===== config.mk =====
export PLATFORM = sky130hd
export DESIGN_NAME = tick_scheduler
export DESIGN_NICKNAME = d
export VERILOG_FILES = /design/src/rtl/tick_scheduler.sv
export SDC_FILE = /design/constraint.sdc
export NUM_CORES = 1
export LEC_CHECK = 0
export CORE_MARGIN = 2
export CORE_UTILIZATION = 54
export DETAILED_ROUTE_END_ITERATION = 10
export DONT_BUFFER_PORTS = 1
export GPL_ROUTABILITY_DRIVEN = 0
export PLACE_DENSITY = 0.65
export SYNTH_ARGS = -nofsm -noshare
export SYNTH_HDL_FRONTEND = slang
export SYNTH_SLANG_ARGS = --single-unit

===== constraint.sdc =====
create_clock -name FPGAClock -period 5.1 [get_ports FPGAClock]
set_input_delay 0.765 -clock FPGAClock [delete_from_list [all_inputs] [get_ports FPGAClock]]
set_output_delay 0.765 -clock FPGAClock [all_outputs]
set_load 0.005 [all_outputs]

===== src/rtl/tick_scheduler.sv =====
// Run/halt/step/burst controller for the system tick. A reloadable countdown
// divider produces a one-cycle clock-enable pulse, gated by the current run mode.
module tick_scheduler #(
    parameter int NrOfBits      = 16,
    parameter int DefaultReload = 1,
    parameter int BurstBits     = 8
) (
    input  logic                 FPGAClock,
    input  logic                 FPGAReset,
    input  logic                 CfgWrite,
    input  logic [NrOfBits-1:0]  CfgReload,
    input  logic                 RunReq,
    input  logic                 HaltReq,
    input  logic                 StepReq,
    input  logic                 BurstReq,
    input  logic [BurstBits-1:0] BurstCount,
    output logic                 FPGATick,
    output logic                 Running,
    output logic [BurstBits-1:0] Remaining
);

    typedef enum logic [1:0] {
        ST_HALT,
        ST_RUN,
        ST_STEP,
        ST_BURST
    } state_e;

    localparam logic [NrOfBits-1:0]  ONE_R        = NrOfBits'(1);
    localparam logic [BurstBits-1:0] ONE_B        = BurstBits'(1);
    localparam logic [NrOfBits-1:0]  RESET_RELOAD = (DefaultReload == 0) ? ONE_R
                                                                          : NrOfBits'(DefaultReload);

    state_e                 state_q, state_d;
    logic [NrOfBits-1:0]    reload_q, reload_d;
    logic [NrOfBits-1:0]    counter_q, counter_d;
    logic [BurstBits-1:0]   remaining_q, remaining_d;
    logic                   tick_q, tick_d;
    logic                   running_q, running_d;

    always_comb begin
        // NOTE: every signal gets a default first so no path through the
        // case/if tree leaves it unassigned, which would infer a latch.
        reload_d    = reload_q;
        state_d     = state_q;
        counter_d   = counter_q;
        remaining_d = remaining_q;
        tick_d      = 1'b0;

        // A zero reload would stall the divider, so it is stored as 1.
        if (CfgWrite) begin
            reload_d = (CfgReload == '0) ? ONE_R : CfgReload;
        end

        case (state_q)
            ST_HALT: begin
                if (!HaltReq) begin
                    if (RunReq) begin
                        state_d     = ST_RUN;
                        counter_d   = reload_d - ONE_R;
                        remaining_d = '0;
                    end else if (StepReq) begin
                        state_d     = ST_STEP;
                        counter_d   = reload_d - ONE_R;
                        remaining_d = ONE_B;
                    end else if (BurstReq && BurstCount != '0) begin
                        state_d     = ST_BURST;
                        counter_d   = reload_d - ONE_R;
                        remaining_d = BurstCount;
                    end
                end
            end
            default: begin
                if (HaltReq) begin
                    state_d     = ST_HALT;
                    remaining_d = '0;
                end else if (CfgWrite) begin
                    // Restart the interval at the new rate; no tick this edge.
                    counter_d = reload_d - ONE_R;
                end else if (counter_q == '0) begin
                    tick_d    = 1'b1;
                    counter_d = reload_q - ONE_R;
                    if (state_q == ST_STEP) begin
                        state_d     = ST_HALT;
                        remaining_d = '0;
                    end else if (state_q == ST_BURST) begin
                        if (remaining_q == ONE_B) begin
                            state_d     = ST_HALT;
                            remaining_d = '0;
                        end else begin
                            remaining_d = remaining_q - ONE_B;
                        end
                    end
                end else begin
                    counter_d = counter_q - ONE_R;
                end
            end
        endcase

        running_d = (state_d != ST_HALT);
    end

    // NOTE: state registers use non-blocking assignments so every flop
    // samples the pre-edge values regardless of statement order.
    always_ff @(posedge FPGAClock) begin
        if (FPGAReset) begin
            state_q     <= ST_HALT;
            reload_q    <= RESET_RELOAD;
            counter_q   <= '0;
            remaining_q <= '0;
            tick_q      <= 1'b0;
            running_q   <= 1'b0;
        end else begin
            state_q     <= state_d;
            reload_q    <= reload_d;
            counter_q   <= counter_d;
            remaining_q <= remaining_d;
            tick_q      <= tick_d;
            running_q   <= running_d;
        end
    end

    assign FPGATick  = tick_q;
    assign Running   = running_q;
    assign Remaining = remaining_q;

endmodule


; Yosys cells after proc, flatten, opt, wreduce, memory -nomap -nowiden
; Index checks and enable logic that the tools add are counted.
[classes]
add_sub_neg = 4
bitwise_logic = 1
n_mux = 33
reduce_logical = 11
n_eq_ne = 6
[ops]
columns = cell, n
row1 = $mux W16, 10
row2 = $mux W8, 11
row3 = $sub A16 B1 Y16 const B, 3
row4 = $logic_not A16 Y1, 2
row5 = $mux W2, 11
row6 = $eq A8 B1 Y1 const B, 1
row7 = $reduce_bool A8 Y1, 1
row8 = $sub A8 B1 Y8 const B, 1
row9 = $reduce_and A5 Y1, 1
row10 = $eq A2 B2 Y1 const B, 2
row11 = $ne A4 B4 Y1 const B, 1
row12 = $reduce_bool A4 Y1, 1
row13 = $reduce_or A4 Y1, 1
row14 = $ne A3 B1 Y1 const B, 1
row15 = $reduce_bool A3 Y1, 1
row16 = $logic_not A2 Y1, 1
row17 = $ne A2 B2 Y1 const B, 1
row18 = $reduce_and A2 Y1, 1
row19 = $reduce_bool A2 Y1, 1
row20 = $logic_and A1 B1 Y1, 1
row21 = $mux W1, 1
row22 = $not A1 Y1, 1
[word_totals]
reg_bits = 44

; Longest topological paths before layout
; Gate-level depths: netlist of the first run.
[depth]
depth_word = 9
ltp_mapped = 11
depth_no_buf = 11

; Worst setup path before layout of the first run
; OpenSTA, ideal clock, no wires.
[synth_path]
kind = input port to flip-flop
from = input CfgWrite
to = register counter_q[8]
t_arrival_ps = 3026
stages = 11
required_ps = 4980
slack_ps = 1954
setup_ps = 120
cell_sequence = buf_6 -> buf_2 -> buf_1 -> nor3b_1 -> or2_2 -> ha_1 -> o221ai_1 -> nor3_1 -> xor2_1 -> a22o_1 -> o31a_1
[synth_via]
elab_chain_cells = 7
[synth_lines]
columns = element, line_no
row1 = start: declaration, 10  ; input logic CfgWrite,
row2 = $mux W16, 51  ; if (CfgWrite) begin
row3 = $sub A16 B1 Y16, n/a
row4 = $mux W16, 66  ; end else if (BurstReq && BurstCount != '0) begin
row5 = $mux W16, 62  ; end else if (StepReq) begin
row6 = $mux W16, 58  ; if (RunReq) begin
row7 = $mux W16, 57  ; if (!HaltReq) begin
row8 = $mux W16 *, 55  ; case (state_q)
row9 = end signal: assignment, 116  ; counter_q <= counter_d;
row10 = end: declaration, 36  ; logic [NrOfBits-1:0] counter_q, counter_d;
; Mark *: on every way between the ends. The rest lies on a longest branch, timed or not. The select of a mux whose other input is x is not followed.
; A chain may end at the register's enable or synchronous reset.

; Worst setup path after layout of the first run
[layout_path]
from = register counter_q[2]
to = register counter_q[10]
[layout_via]
elab_chain_cells = 5
[layout_lines]
columns = element, line_no
row1 = $sub A16 B1 Y16 or $logic_not A16 Y1 (tied branches), "95, 80"
row2 = $mux W16 *, 80  ; end else if (counter_q == '0) begin
row3 = $mux W16 *, 77  ; end else if (CfgWrite) begin
row4 = $mux W16 *, 74  ; if (HaltReq) begin
row5 = $mux W16 *, 55
; Marked as above.

==> metrics.md, run 1 <==
| Metric | Value |
|---|---|
| Status | complete, no violations |
| # clock sinks | 44 |
| Seq cells post-synth | 44 |
| Max Freq | 0.301 GHz |
| Die Wd | 80.7 µm |
| Post-synth top flop | dfxtp_1 |
| Mapped Cells | 417 |
| Cells after DPL | 468 |
| Cell row count | 27 |
| Post-Route WL | 9.20 mm |
| Arrival @ worst endpoint | 3.52 ns |
| Most frequent cells in the layout | 64 x nor2_1, 44 x dfxtp_1, 26 x a21oi_1, 24 x nor3_1, 17 x o21ai_0 |
| Final ANT Viol Nets | 0 |
| Syn avg cell area | 7.62 µm² |
| Initial antenna violation count | 0 |
| Die area | 6510 µm² |
| Port-buffer cells | 0 |
| Fin util | 58.4% |
| Worst Clk Skew | 0.00466 ns |
| Worst Max-Slew Pin Slew | 1.09 ns |
| Final Hold Viols | 0 |
| Synth unique cells | 63 |
| Total CTS buffers | 5 |
| Resized cells post-CTS | 0 |
| Sw Ratio | 36.9% |
| Post-Layout Cell Count | 476 |
| CP Class | reg2reg |
| Placed cell area | 3180 µm² |
| Crit-path slowest cell | nor2_1 |
| Worst-case vdd ir drop | 0.147 mV |
| Initial DRC count | 252 |
| Area Growth Syn to Fin | 3.07% |
| Sequential cell area fraction in the yosys report | 27.7% |
| Cell mode on critical path | a21oi_1 |
| P_sw | 0.350 mW |
| Place WS | 1.82 ns |
| First-pass GRT wire length | 14.9 mm |
| Final setup margin | 1.77 ns |
| Most common cell after layout, fill and taps aside | nor2_1 |
| CP max FO | 12 |
| Vias in the first global route | 2930 |
| Slowest stage delay, CP | 0.72 ns |
| Syn_nets | 455 |
| Gate power share | 31.7% |
| FILL cells | 546 |
| Post-synth EDFFs | 0 |
| Die boundary height | 80.7 µm |
| Root Buffer | clkbuf_8 |
| LEAKAGE | 1.17 nW |
| Clk_lat worst skew | 0.31 ns |
| Worst setup EP type | flop |
| Final Critical Period | 3.33 ns |
| CP bufs+invs | 0 |
| Seq pwr share | 43.0% |
| Largest net degree at the start of global routing | 48 |
| Delay-heaviest family, CP | simple AND/OR/NAND/NOR gates |
| Hold buffer count at CTS | 0 |
| Synth async-reset ratio | 0% |
| CTS tree | done |
| Grt total ovfl | 0 |
| Internal power | 0.599 mW |
| Design Area, Final | 3270 µm² |
| Tightest Hold Check Type | reg2reg |
| Final Cycle Share | 65.2% |
| Max Cap Viol | 0 |
| DR top layer | met4 |
| Worst slew margin | 27.5% |
| Max Slew Vio Count | 0 |
| CP Cell Sequence | nor4_2 -> nand2_1 -> nor2_1 -> a21oi_1 -> ha_1 -> nand3b_1 -> a21oi_1 -> a41oi_1 -> nor3_1 -> a2111oi_0 |
| Final setup TNS | 0 ns |
| Endpoints failing setup | 0 |
| Tot GR Track Use | 29.8% |
| Synth Warn # | 0 |
| Ports | 41 |
| Met1 WL | 4.17 mm |
| Drt drc | 0 |
| Nets@finish | 441 |
| Detail Route met2 WL | 4.10 mm |
| Clock network power share | 25.3% |
| Core ar. | 5610 µm² |
| Startpoint Class | flop |
| PD cells | 290 nW/µm² |
| Synth Cell Area | 3180 µm² |
| Wire length per cell | 19.3 µm |
| Vias | 3217 |
| Clock slew at reported path FFs | 0.09 ns |
| Iteration count of the initial detailed-routing pass | 5 |
| Via-to-Cell Ratio | 6.76 |
| Hpwl dp | 6.58 mm |
| Clock Path Buffers | 2 |
| H-tree levels | 2 |
| RSZ-0062 raised after global routing | false |
| Share of cells above drive strength 1 | 4.70% |
| Initial Utilization | 56.6% |
| Met3 wire len | 734 µm |
| Setup Fix Bufs, Post-CTS | 0 |
| Antenna fix cells | 0 |
| WP data required | 5.29 ns |
## per-layer routing
layer	up-vias	GRT usage [%]
met2	133	45.4
met4	0	11.2
met1	1535	41.6
li1	1530	-
met5	-	0
met3	19	5.39
## flip-flops by register name (all words and copies together), names as in the netlist
name	count
counter_q	16
reload_q	16
Remaining	8
state_q	2
FPGATick	1
Running	1
## synth_stat cells, types with 4 or more instances
cell type,number,area share (%)
nand2b_1,8,1.6
nor3b_1,4,0.95
or4_1,4,0.95
nand3_1,4,0.63
nor2_1,64,7.6
a21oi_1,26,4.1
inv_1,14,1.7
a32oi_1,5,1.4
a21o_1,5,1.2
a211oi_1,9,2.1
xnor2_1,8,2.2
a31oi_1,10,2.0
xor2_1,13,3.6
nor3_1,24,3.8
mux2i_1,16,5.0
a41oi_1,4,1.1
ha_1,7,2.8
nor4_1,11,2.2
clkbuf_1,15,1.8
o21ai_0,17,2.7
o21ai_1,4,0.63
or2_2,5,0.99
a2111oi_0,5,1.4
dfxtp_1,44,28
a22oi_1,4,0.95
o22ai_1,4,0.79
nand2_1,16,1.9
or3_1,7,1.4
## area by class of cell
type,count,area [µm²],area share (%)
tap,72,90.1,2.75
sequential,44,881,26.9
multi-input combinational,337,2150,65.6
timing repair buffer,1,7.51,0.229
clock buffer,7,86.3,2.64
inverter,14,52.6,1.61
clock inverter,1,7.51,0.229
## per-stage QoR
stage	hold slack (ns)	total power, mW
final	0.506	0.949
after global routing	0.504	1.00
after CTS	0.507	0.942
after detailed placement	0.493	0.706
after global placement	0.485	0.706
after floorplan	0.452	0.652
## path summary, 6_finish.rpt
| path | slack, ns | endpoint | cells after the start | from |
|---|---|---|---|---|
| worst max-delay path | 1.77 | counter_q[10]$_SDFFE_PP0P_ | 10 | counter_q[2]$_SDFFE_PP0P_ |
| worst min-delay path | 0.51 | counter_q[1]$_SDFFE_PP0P_ | 2 | counter_q[1]$_SDFFE_PP0P_ |
| worst max register to register | 1.77 | counter_q[10]$_SDFFE_PP0P_ | 10 | counter_q[2]$_SDFFE_PP0P_ |
| worst min register to register | 0.51 | counter_q[1]$_SDFFE_PP0P_ | 2 | counter_q[1]$_SDFFE_PP0P_ |
## cell families after synthesis
group / share of synthesized area, %
buffers and inverters: 4.61
AND/OR/NAND/NOR: 27.5
flip-flops: 27.7
AO/OA/AOI/OAI: 26.2
adder cells (fa/ha/maj): 2.76
multiplexers: 5.40
XOR/XNOR: 5.79
## power by group through the flow
stage | clock network, mW | registers (mW) | logic [mW]
2_1_floorplan | 0 | 0.403 | 0.249
3_3_place_gp | 0 | 0.414 | 0.292
3_5_place_dp | 0 | 0.415 | 0.291
4_1_cts | 0.242 | 0.407 | 0.293
5_1_grt | 0.258 | 0.412 | 0.334
6_report | 0.240 | 0.408 | 0.301
## worst min-delay path: cells and delay by family, from the launching register on
| family | cells | cell delay (ns) |
|---|---|---|
| AO/OA/AOI/OAI | 1 | 0.05 |
| flip-flops | 1 | 0.35 |
| AND/OR/NAND/NOR | 1 | 0.07 |
(Power assumes the default switching activity.)
==> inputs of run 2 (changes only) <==
PLACE_DENSITY = 0.68   (was 0.65)
clock period = 2.7 ns   (was 5.1 ns; I/O delays follow)
==> metrics.md, run 2 (synthesis results as in run 1) <==
| Metric | Value |
|---|---|
| Cells after DPL | 490 (+4.7%) |
| Status | complete, no violations |
| Hold Path Depth | 1 (-1) |
| Tot Pwr | 1.95 mW (+110%) |
| Final Critical Period | 2.51 ns (-0.821 ns) |
| Ports | 41 (unchanged) |
| Vias | 3234 (+0.53%) |
| Met3 wire len | 685 µm (-6.7%) |
| CP max FO | 5 (-7) |
| Worst Max-Slew Pin Slew | 0.842 ns (-0.245 ns) |
| Area Growth Syn to Fin | 9.89% |
| Via-to-Cell Ratio | 6.49 (-3.9%) |
| Tightest Hold Check Type | in2reg |
| Multi-input logic area | 2170 µm² (+0.87%) |
| Antenna fix cells | 0 (unchanged) |
| Tot GR Track Use | 28.9% (-0.92 points) |
| Cell mode on critical path | a21oi_1 |
| Drt drc | 0 (unchanged) |
| Share of cells above drive strength 1 | 10.6% (+5.9 points) |
| CP Class | reg2reg |
| Clock slew at reported path FFs | 0.09 ns (about the same) |
| Post-Route WL | 9.11 mm (-0.91%) |
| Worst-case vdd ir drop | 0.333 mV (+130%) |
| Vias in the first global route | 2997 (+2.3%) |
| WP depth | 10 (unchanged) |
| PD cells | 560 nW/µm² (+93%) |
| Max Slew Vio Count | 0 (unchanged) |
| Worst R2R Path Depth | 10 (unchanged) |
| Setup Fix Bufs, Post-CTS | 0 (unchanged) |
| Iteration count of the initial detailed-routing pass | 5 (unchanged) |
| Most frequent cells in the layout | 63 x nor2_1, 44 x dfxtp_1, 26 x a21oi_1, 23 x nor3_1, 23 x buf_4 |
| Core ar. | 5610 µm² (unchanged) |
| Hpwl dp | 6.65 mm (+1.2%) |
| Grt total ovfl | 0 (unchanged) |
| Die area | 6510 µm² (unchanged) |
| Wire length per cell | 18.3 µm (-5.3%) |
| Initial DRC count | 291 (+15%) |
| # clock sinks | 44 (unchanged) |
| Met1 WL | 4.15 mm (-0.55%) |
| Final Hold Viols | 0 (unchanged) |
| Final Cycle Share | 92.8% (+28 points) |
| Initial antenna violation count | 0 (unchanged) |
| Largest net degree at the start of global routing | 48 (unchanged) |
| Place WS | -0.0146 ns (-1.83 ns) |
| Sequential cell area | 881 µm² (unchanged) |
| Crit-path slowest cell | dfxtp_1 |
| Detail Route met2 WL | 4.21 mm (+2.6%) |
| Worst setup EP type | flop |
| Startpoint Class | flop |
| Delay-heaviest family, CP | simple AND/OR/NAND/NOR gates |
| Post-Layout Cell Count | 498 (+4.6%) |
| Nets@finish | 463 (+5.0%) |
| Final setup margin | 0.193 ns (-1.58 ns) |
| First-pass GRT wire length | 14.7 mm (-1.1%) |
| Clock Path Buffers | 2 (unchanged) |
| CP bufs+invs | 0 (unchanged) |
| Worst Clk Skew | 0.00519 ns (+0.000533 ns) |
| Total CTS buffers | 5 (unchanged) |
| Cell row count | 27 (unchanged) |
| FILL cells | 517 (-5.3%) |
| Root Buffer | clkbuf_8 |
| Initial Utilization | 56.6% (unchanged) |
| Final setup TNS | 0 ns (unchanged) |
| DR top layer | met4 |
| Max Freq | 0.399 GHz (+33%) |
| Arrival @ worst endpoint | 2.70 ns (-0.82 ns) |
| CP Cell Sequence | nor4_2 -> nand2_1 -> nor2_4 -> a21oi_1 -> ha_1 -> nand3b_1 -> a21oi_1 -> a41oi_1 -> nor3_1 -> a2111oi_2 |
| Most common cell after layout, fill and taps aside | nor2_1 |
| WP data required | 2.89 ns (-2.40 ns) |
| Endpoints failing setup | 0 (unchanged) |
| Port-buffer cells | 0 (unchanged) |
| Die boundary height | 80.7 µm (unchanged) |
| Slowest stage delay, CP | 0.36 ns (-0.36 ns) |
| Max Cap Viol | 0 (unchanged) |
| Die Wd | 80.7 µm (unchanged) |
| Fin util | 62.2% (+3.9 points) |
| Worst slew margin | 43.3% (+16 points) |
| Final ANT Viol Nets | 0 (unchanged) |
| CTS tree | done |
| RSZ-0062 raised after global routing | false |
| LEAKAGE | 1.30 nW (+11%) |
| H-tree levels | 2 (unchanged) |
| Clk_lat worst skew | 0.30 ns (about the same) |
[run 2: through the flow]
step | hold WS, ns | area (µm²)
floorplan | 0.452 | 3180
global placement | 0.478 | 3340
global route | 0.155 | 3490
finish | 0.167 | 3490
detailed placement | 0.481 | 3340
CTS | 0.162 | 3470
[run 2: path summary, 6_finish.rpt]
check | startpoint | endpoint | slack [ns]
setup / recovery | counter_q[3]$_SDFFE_PP0P_ | counter_q[10]$_SDFFE_PP0P_ | 0.19
hold / removal | FPGAReset | reload_q[15]$_SDFF_PP0_ | 0.17
setup reg to reg | counter_q[3]$_SDFFE_PP0P_ | counter_q[10]$_SDFFE_PP0P_ | 0.19
hold reg to reg | counter_q[1]$_SDFFE_PP0P_ | counter_q[1]$_SDFFE_PP0P_ | 0.52
[run 2: where the power goes]
| part | total, mW | leakage (nW) | switching, mW | internal, mW |
|---|---|---|---|---|
| registers | 0.768 | 0.362 | 0.0671 | 0.701 |
| logic | 0.619 | 0.870 | 0.358 | 0.261 |
| clock network | 0.566 | 0.0645 | 0.239 | 0.327 |
| total | 1.95 | 1.30 | 0.664 | 1.29 |
[run 2: repair_timing]
action                     in CTS  in global routing
setup endpoints to repair       0                  2
gates resized for setup         0                  5
hold buffers                    0                  0
[run 2: final cells by class]
cell class,count,share of cell area [%]
clock inverter,1,0.861
tap,72,2.58
inverter,14,1.51
timing repair buffer,23,4.95
clock buffer,7,2.76
sequential,44,25.2
multi-input combinational,337,62.1
[run 2: layer usage]
layer / vias up / global-route usage (%)
li1: 1576 / -
met5: - / 0
met3: 7 / 6.52
met2: 130 / 47.1
met1: 1521 / 39.5
met4: 0 / 4.75
